## src/rtl/mc_ctrl_fsm_pkg.sv

```systemverilog
// Shared constants for the multi-cycle RV32 sequencer: state codes, PC/WB mux selects,
// the ecall word and the bundled decoder flags.
package mc_ctrl_fsm_pkg;

   localparam logic [2:0] S_IDLE   = 3'd0;
   localparam logic [2:0] S_FETCH  = 3'd1;
   localparam logic [2:0] S_DECODE = 3'd2;
   localparam logic [2:0] S_EXEC   = 3'd3;
   localparam logic [2:0] S_MEM    = 3'd4;
   localparam logic [2:0] S_WB     = 3'd5;
   localparam logic [2:0] S_HALT   = 3'd6;
   localparam logic [2:0] S_ERR    = 3'd7;

   localparam logic [1:0] PC_SEL_SEQ    = 2'd0;
   localparam logic [1:0] PC_SEL_BRANCH = 2'd1;
   localparam logic [1:0] PC_SEL_JUMP   = 2'd2;

   localparam logic [1:0] WB_SEL_ALU = 2'd0;
   localparam logic [1:0] WB_SEL_MEM = 2'd1;
   localparam logic [1:0] WB_SEL_PC4 = 2'd2;

   localparam logic [31:0] ECALL_WORD = 32'h0000_0073;

   typedef struct packed {
      logic memread;
      logic memwrite;
      logic regwrite;
      logic memtoreg;
      logic branch;
      logic jump;
   } dec_flags_t;

   // IDLE, HALT and ERR are the only states where the core is not working on an instruction.
   function automatic logic is_busy(input logic [2:0] s);
      return (s != S_IDLE) && (s != S_HALT) && (s != S_ERR);
   endfunction

endpackage

```

## src/rtl/mc_ctrl_fsm_bus_watchdog.sv

```systemverilog
// Counts consecutive cycles a bus request waits for its ack and pulses timeout on the
// TIMEOUT_CYCLES-th unanswered request cycle.
module bus_watchdog #(
   parameter int TIMEOUT_CYCLES = 255,
   parameter int TO_W           = 8
) (
   input  logic clk,
   input  logic rst,
   input  logic req,
   input  logic ack,
   output logic timeout
);

   // cnt holds the number of earlier unanswered cycles, so the current cycle is cnt+1.
   localparam logic [TO_W-1:0] LAST = TO_W'(TIMEOUT_CYCLES - 1);

   logic [TO_W-1:0] cnt;

   // An ack in the terminal cycle suppresses the timeout.
   assign timeout = req & ~ack & (cnt == LAST);

   // NOTE: clocked state is assigned with <= so every flop samples pre-edge values.
   always_ff @(posedge clk) begin
      if (rst)
         cnt <= '0;
      else if (req & ~ack)
         cnt <= cnt + 1'b1;
      else
         cnt <= '0;
   end

endmodule

```

## src/rtl/mc_ctrl_fsm.sv

```systemverilog
// Multi-cycle sequencer: fetch, decode, execute, memory and writeback over shared
// IMEM/DMEM req/ack buses, with bus timeout, halt and cycle/instret counters.
module mc_ctrl_fsm
   import mc_ctrl_fsm_pkg::*;
#(
   parameter int TIMEOUT_CYCLES = 255,
   parameter int TO_W           = 8
) (
   input  logic        clk,
   input  logic        rst,
   input  logic        start,
   output logic        imem_req,
   input  logic        imem_ack,
   input  logic [31:0] imem_rdata,
   output logic [31:0] instr_o,
   input  logic        dec_memread,
   input  logic        dec_memwrite,
   input  logic        dec_regwrite,
   input  logic        dec_memtoreg,
   input  logic        dec_branch,
   input  logic        dec_jump,
   input  logic        br_cond,
   output logic        dmem_req,
   output logic        dmem_we,
   input  logic        dmem_ack,
   output logic        ex_en,
   output logic        pc_we,
   output logic [1:0]  pc_sel,
   output logic        reg_we,
   output logic [1:0]  wb_sel,
   output logic        busy_o,
   output logic        halted_o,
   output logic        err_o,
   output logic [31:0] cycle_cnt,
   output logic [31:0] instret_cnt
);

   logic [2:0]  state, state_nxt;
   logic [31:0] ir;
   logic        timeout;
   dec_flags_t  dec;

   assign dec = '{memread:  dec_memread,  memwrite: dec_memwrite,
                  regwrite: dec_regwrite, memtoreg: dec_memtoreg,
                  branch:   dec_branch,   jump:     dec_jump};

   // One watchdog serves both buses; only one request can be open at a time.
   bus_watchdog #(
      .TIMEOUT_CYCLES (TIMEOUT_CYCLES),
      .TO_W           (TO_W)
   ) u_watchdog (
      .clk     (clk),
      .rst     (rst),
      .req     (imem_req | dmem_req),
      .ack     ((imem_req & imem_ack) | (dmem_req & dmem_ack)),
      .timeout (timeout)
   );

   // NOTE: every output gets a default before the case so no path infers a latch.
   always_comb begin
      imem_req = 1'b0;
      dmem_req = 1'b0;
      dmem_we  = 1'b0;
      ex_en    = 1'b0;
      pc_we    = 1'b0;
      pc_sel   = PC_SEL_SEQ;
      reg_we   = 1'b0;
      wb_sel   = WB_SEL_ALU;
      case (state)
         S_FETCH: imem_req = 1'b1;
         S_EXEC: begin
            ex_en = 1'b1;
            if (!(dec.memread | dec.memwrite)) begin
               if (dec.branch) begin
                  pc_we  = 1'b1;
                  pc_sel = br_cond ? PC_SEL_BRANCH : PC_SEL_SEQ;
               end else if (!(dec.jump | dec.regwrite)) begin
                  pc_we = 1'b1;
               end
            end
         end
         S_MEM: begin
            dmem_req = 1'b1;
            dmem_we  = dec.memwrite;
            pc_we    = dmem_ack & ~dec.memread;
         end
         S_WB: begin
            reg_we = 1'b1;
            wb_sel = dec.jump ? WB_SEL_PC4 : (dec.memtoreg ? WB_SEL_MEM : WB_SEL_ALU);
            pc_we  = 1'b1;
            pc_sel = dec.jump ? PC_SEL_JUMP : PC_SEL_SEQ;
         end
         default: ;
      endcase
   end

   always_comb begin
      state_nxt = state;
      case (state)
         S_IDLE:   if (start) state_nxt = S_FETCH;
         S_FETCH: begin
            if (imem_ack)     state_nxt = S_DECODE;
            else if (timeout) state_nxt = S_ERR;
         end
         S_DECODE: state_nxt = (ir == ECALL_WORD) ? S_HALT : S_EXEC;
         S_EXEC: begin
            if (dec.memread | dec.memwrite)   state_nxt = S_MEM;
            else if (dec.branch)              state_nxt = S_FETCH;
            else if (dec.jump | dec.regwrite) state_nxt = S_WB;
            else                              state_nxt = S_FETCH;
         end
         S_MEM: begin
            if (dmem_ack)     state_nxt = dec.memread ? S_WB : S_FETCH;
            else if (timeout) state_nxt = S_ERR;
         end
         S_WB:     state_nxt = S_FETCH;
         default:  state_nxt = state;
      endcase
   end

   assign busy_o   = is_busy(state);
   assign halted_o = (state == S_HALT);
   assign err_o    = (state == S_ERR);
   assign instr_o  = ir;

   always_ff @(posedge clk) begin
      if (rst) begin
         state       <= S_IDLE;
         ir          <= '0;
         cycle_cnt   <= '0;
         instret_cnt <= '0;
      end else begin
         state <= state_nxt;
         if ((state == S_FETCH) && imem_ack)
            ir <= imem_rdata;
         if (busy_o)
            cycle_cnt <= cycle_cnt + 32'd1;
         if (pc_we)
            instret_cnt <= instret_cnt + 32'd1;
      end
   end

endmodule

```

## config.mk

```make
export PLATFORM = sky130hd
export DESIGN_NAME = mc_ctrl_fsm
export DESIGN_NICKNAME = d
export VERILOG_FILES = /design/src/rtl/mc_ctrl_fsm_pkg.sv /design/src/rtl/mc_ctrl_fsm_bus_watchdog.sv /design/src/rtl/mc_ctrl_fsm.sv
export SDC_FILE = /design/constraint.sdc
export NUM_CORES = 1
export LEC_CHECK = 0
export CORE_UTILIZATION = 45
export CTS_CLUSTER_DIAMETER = 100
export DETAILED_ROUTE_END_ITERATION = 12
export GPL_ROUTABILITY_DRIVEN = 0
export PLACE_DENSITY = 0.78
export SLEW_MARGIN = 20
export SYNTH_ARGS = -nofsm -noshare
export SYNTH_HDL_FRONTEND = slang
export SYNTH_SLANG_ARGS = --single-unit
```

## constraint.sdc

```tcl
create_clock -name clk -period 4.95 [get_ports clk]
set_clock_uncertainty 0.05 [all_clocks]
set_input_delay 0.7425 -clock clk [delete_from_list [all_inputs] [get_ports clk]]
set_output_delay 0.7425 -clock clk [all_outputs]
set_load 0.05 [all_outputs]
```

==> run_results.csv, run 1 <==
group,metric,value,unit
setup_path,crit_fanout,12,
finish,diodes,0,
sta,slew_violations,0,
setup_path,cp-start-kind,"input port",
yosys,synth_warnings,0,
cts,cts_resized,0,
cts,post_cts_buffers,0,
setup_path,cp.required,4.16,ns
finish,layout_common_cells,"clkdlybuf4s50_1 (151), dfxtp_1 (107), nand2_1 (92)",
finish,nets,778,
finish,area_delta_synth_final,35.9,%
sta,fmax,0.260,GHz
global_route,groute.usage.overall,22.2,%
sta,rsz0062_at_grt,"no",
drt,routedWlPerCell,14.4,um
yosys,syn_inst,600,
floorplan,core,10400,sq um
floorplan,die_w,106,um
power_and_ir_drop,p_leak,0.00213,uW
power_and_ir_drop,comb_power_share,13.9,%
cts,htree_levels,3,
drt,firstDrtPassIters,4,
setup_path,cp_slowest_stage_delay,0.84,ns
sta,fin_crit_sh,77.8,%
yosys,synth_edf_count,0,
power_and_ir_drop,switchingPower,486,uW
setup_path,cpMostUsedCell,"clkdlybuf4s50_1",
setup_path,crit_buf_inv,2,
finish,drive_gt1_share,3.81,%
drt,antenna_left,0,
sta,final-hold-violation-count,0,
finish,final_common_cell,"clkdlybuf4s50_1",
floorplan,floorplan.initialDensity,46.9,%
finish,multi_input_area,2580,sq um
setup_path,cp-end-kind,"output port",
yosys,ys_types,52,
power_and_ir_drop,p_seq_share,54.6,%
yosys,yosysSeqAreaShare,43.8,%
cts,path_clk_slew,0.11,ns
global_route,grt_pass1_vias,4371,
drt,num_vias,4750,
global_route,antenna_found_initial,0,
placement,portBuffers,152,
cts,holdBufCountCts,0,
global_route,grt_pass1_wl,20600,um
setup_path,slowest_stage,"clkdlybuf4s50_1",
power_and_ir_drop,pwr_density_cell,249,nW/um^2
yosys,synthArstFlopShare,0,%
drt,drc,0,
power_and_ir_drop,total_power,1650,uW
floorplan,design.die.area,11300,sq um
setup_path,cp_top_family,"buffers and inverters",
finish,regArea,2140,sq um
cts,clock-root-buffer,"clkbuf_8",
sta,slew_headroom,29.3,%
power_and_ir_drop,peakVddDrop,0.177,mV
finish,nFillCells,932,
cts,cts_tree,"yes",
yosys,synth_seq_cells,107,
finish,fin_area,6640,sq um
setup_path,crit_chain,"clkdlybuf4s50_1 > nor2_1 > nand4_1 > nand2_1 > clkdlybuf4s50_1",
placement,dp_hpwl,8880,um
sta,hold-worst-slack,0.428,ns
setup_path,worstPathArrival,3.06,ns
power_and_ir_drop,p_int,1170,uW
sta,tightest_slew,1.06,ns
placement,dpl_cell_area,6450,sq um
global_route,globalRouteOverflowTotal,0,
floorplan,io_pins,153,
drt,dr.first_iter.drc_count,226,
cts,cts_buffers,9,
drt,wirelength,12500,um
power_and_ir_drop,swShare,29.4,%
run,drv_cap,0,
status,status,"finished, final reports clean",
sta,setup_violations,0,
global_route,grt_max_degree,103,
cts,cts.sinks,107,
power_and_ir_drop,p_clk_share,31.5,%
yosys,ys.flop_type,"dfxtp_1",
floorplan,die_height,106,um
sta,period_needed,3.85,ns
cts,cts_buffer_depth,2,
yosys,avgSynthCellArea,8.15,sq um
sta,tns,0,ns
hold_path,hp-class,"flip-flop to flip-flop",
cts,clk_latency,0.37,ns
yosys,syn_area,4890,sq um
setup_path,critPathKind,"input port to output port",
yosys,syn_nets,648,
drt,vias_per_cell,5.45,
floorplan,row_count,37,
cells in the mapped netlist (3+ instances only):
cell type,number,area share (%)
nor3_1,12,1.2
xor2_1,7,1.3
a21oi_1,61,6.2
a211oi_1,7,1.1
or4_1,3,0.46
o21ai_0,23,2.4
nand3_1,25,2.6
ha_1,4,1.0
buf_2,7,0.72
nor4_1,13,1.7
clkbuf_1,26,2.0
nor2b_1,7,0.90
dfxtp_1,107,44
and3_1,9,1.2
nand4_1,18,2.3
xnor2_1,35,6.3
nand2b_1,3,0.38
nor4b_1,4,0.72
inv_1,10,0.77
or3_1,20,2.6
nand2_1,92,7.1
and2_1,5,0.64
and4_1,12,2.1
nor2_1,56,4.3
power groups by stage:
stage	Clock [uW]	Combinational, uW	Sequential, uW
global placement	0	227	920
finish	521	229	902
global route	573	245	906
detailed placement	0	229	921
floorplan	0	86.9	970
CTS	535	230	902
state kept, by name, indices dropped and copies added, names as in the netlist:
name and flops:
cycle_cnt 32, instr_o 32, state 3, instret_cnt 32, u_watchdog.cnt 8
cells by family (layout without fill, tap and decap cells):
kind of cell | count (synthesis) | in the layout | synth area share (%)
muxes | 2 | 2 | 0.435
DFF | 107 | 107 | 43.8
adders and majority gates | 4 | 4 | 1.02
xor gates and xnor gates | 42 | 42 | 7.52
AOI/OAI and AO/OA | 108 | 108 | 12.5
buffers and inverters | 44 | 179 | 3.56
and+or+nand+nor | 293 | 293 | 31.2
per-stage QoR:
stage	util, %	setup slack, ns	std cells
detailed placement	61.9	1.12	855
floorplan	-	1.77	600
CTS	63.8	1.11	871
global route	63.8	0.981	871
finish	63.8	1.10	871
global placement	61.9	1.19	855
layout make-up:
class                   count  area share, %
well taps                 136           2.56
inverters                  10          0.565
multi-input cells         449           38.8
flip-flops and latches    107           32.2
clock inverters             7           1.02
clock buffers               9           1.86
repair buffers            153           23.0
path summary, 6_finish.rpt:
kind                                  start       endpoint  slack [ns]  depth (start not counted)
worst max-delay path            dec_memread          pc_we        1.10                          5
worst max register to register     state[1]  cycle_cnt[26]        2.20                          5
worst min-delay path            instr_o[31]    instr_o[31]        0.43                          2
worst min register to register  instr_o[31]    instr_o[31]        0.43                          2
metal layers:
layer	GRT usage [%]	vias to the layer above	part of all wire, %
li1	-	2365	-
met1	28.1	2227	43
met2	35.9	148	48
met3	7.79	10	7.9
met4	5.85	0	1.0
met5	0	-	0
worst min-delay path, cell delays in order, from the launching register on:
cell and delay (ns):
dfxtp_1 0.33, nand2_1 0.05, a21oi_1 0.05
No activity file was read; power rests on OpenSTA's default activity.
==> run 2: changes to the inputs <==
Clock period 4.95 ns to 3.6 ns, I/O delays scaled along.
==> run_results.csv, run 2 (synthesis gave the netlist of run 1 again) <==
group,metric,value,unit
status,status,"finished, final reports clean",
placement,portBuffers,152,
power_and_ir_drop,swShare,29.5,%
sta,slew_violations,0,
drt,drc,0,
placement,pre_cts_slack,0.651,ns
cts,cts.sinks,107,
sta,period_needed,3.10,ns
floorplan,io_pins,153,
floorplan,row_count,37,
sta,setup_violations,0,
drt,num_vias,4819,
setup_path,crit_buf_inv,1,
finish,final_common_cell,"clkdlybuf4s50_1",
sta,fin_crit_sh,86.2,%
sta,fmax,0.322,GHz
global_route,grt_max_degree,55,
sta,tns,0,ns
sta,rsz0062_at_grt,"no",
cts,cts_buffer_depth,2,
drt,vias_per_cell,5.51,
floorplan,die_height,106,um
global_route,globalRouteOverflowTotal,0,
power_and_ir_drop,p_int,1620,uW
cts,path_clk_slew,0.11,ns
global_route,antenna_found_initial,0,
power_and_ir_drop,p_seq_share,53.8,%
setup_path,slowest_stage,"clkdlybuf4s50_1",
global_route,grt_pass1_vias,4525,
floorplan,die_w,106,um
drt,routedWlPerCell,14.7,um
hold_path,hp-class,"flip-flop to flip-flop",
setup_path,cp_slowest_stage_delay,0.87,ns
placement,post-place-cells,858,
finish,layout_common_cells,"clkdlybuf4s50_1 (150), dfxtp_1 (107), nand2_1 (92)",
sta,slew_headroom,32.7,%
drt,dr.first_iter.drc_count,233,
finish,final_cells,874,
cts,holdBufCountCts,0,
cts,cts_buffers,9,
setup_path,cp-start-kind,"flip-flop",
power_and_ir_drop,peakVddDrop,0.214,mV
sta,tightest_slew,1.01,ns
power_and_ir_drop,p_leak,0.00216,uW
setup_path,cp.required,3.01,ns
sta,final-hold-violation-count,0,
cts,clk_latency,0.38,ns
finish,drive_gt1_share,4.34,%
run,drv_cap,0,
finish,nets,781,
setup_path,crit_fanout,20,
drt,antenna_left,0,
setup_path,crit_chain,"or3_1 > and2_1 > clkdlybuf4s50_1",
cts,cts_resized,0,
floorplan,design.die.area,11300,sq um
power_and_ir_drop,p_clk_share,32.4,%
drt,wirelength,12800,um
placement,dp_hpwl,9220,um
setup_path,critPathKind,"flip-flop to output port",
sta,setup_ws,0.496,ns
cts,clock-root-buffer,"clkbuf_8",
setup_path,cp-end-kind,"output port",
finish,diodes,0,
sta,hold-worst-slack,0.428,ns
drt,firstDrtPassIters,5,
floorplan,floorplan.initialDensity,46.9,%
global_route,grt_pass1_wl,20800,um
power_and_ir_drop,switchingPower,680,uW
power_and_ir_drop,pwr_density_cell,345,nW/um^2
finish,area_delta_synth_final,36.5,%
finish,fin_util,64.1,%
setup_path,worstPathArrival,2.51,ns
cts,htree_levels,3,
power_and_ir_drop,comb_power_share,13.8,%
setup_path,cp_top_family,"buffers and inverters",
global_route,groute.usage.overall,22.8,%
cts,cts_tree,"yes",
floorplan,core,10400,sq um
cts,post_cts_buffers,0,
run 2: cell types whose count changed in the layout (fill, tap and decap cells not counted):
| cell | change |
|---|---|
| buf_4 | +4 |
| inv_6 | +2 |
| inv_8 | -2 |
| clkbuf_8 | +1 |
| clkdlybuf4s50_1 | -1 |
| clkinv_4 | -1 |
| clkinv_8 | +1 |
| clkinvlp_4 | -1 |
run 2: final cells by class:
cell class / instances / area (sq um)
clock buffers: 10 / 138
well taps: 136 / 170
inverters: 10 / 37.5
clock inverters: 6 / 62.6
flip-flops and latches: 107 / 2140
multi-input cells: 449 / 2580
fillers: 922 / 3740
repair buffers: 156 / 1550
run 2: power groups by stage:
stage,combinational (uW),clock [uW],sequential [uW]
2_1_floorplan,120,0,1330
3_3_place_gp,312,0,1260
3_5_place_dp,317,0,1270
4_1_cts,318,768,1240
5_1_grt,338,812,1240
6_report,317,746,1240
run 2: layer usage:
metal  vias to the layer above  wire (um)  global-route usage, %
met1                      2269       5550                   27.3
met5                         -          0                      0
li1                       2373          -                      -
met2                       157       6060                   38.1
met4                         0        184                   6.65
met3                        20       1020                   8.09
run 2: metrics by stage:
| stage | power (uW) | area (sq um) |
|---|---|---|
| 2_1_floorplan | 1450 | 4890 |
| 3_3_place_gp | 1580 | 6470 |
| 3_5_place_dp | 1580 | 6470 |
| 4_1_cts | 2320 | 6670 |
| 5_1_grt | 2390 | 6670 |
| 6_report | 2300 | 6670 |
run 2: path summary, 6_finish.rpt:
check | startpoint | end | slack [ns] | cells after the start
max reg2reg | state[1] | instret_cnt[15] | 0.92 | 5
min | instr_o[18] | instr_o[18] | 0.43 | 2
min reg2reg | instr_o[18] | instr_o[18] | 0.43 | 2
max | state[1] | busy_o | 0.50 | 3
run 2: worst reg2reg max path: stages (launching register included):
cell and delay (ns):
dfxtp_1 0.73, nor2b_1 0.24, nand4_1 0.48, a211oi_1 0.68, a311oi_1 0.19, a41o_1 0.22
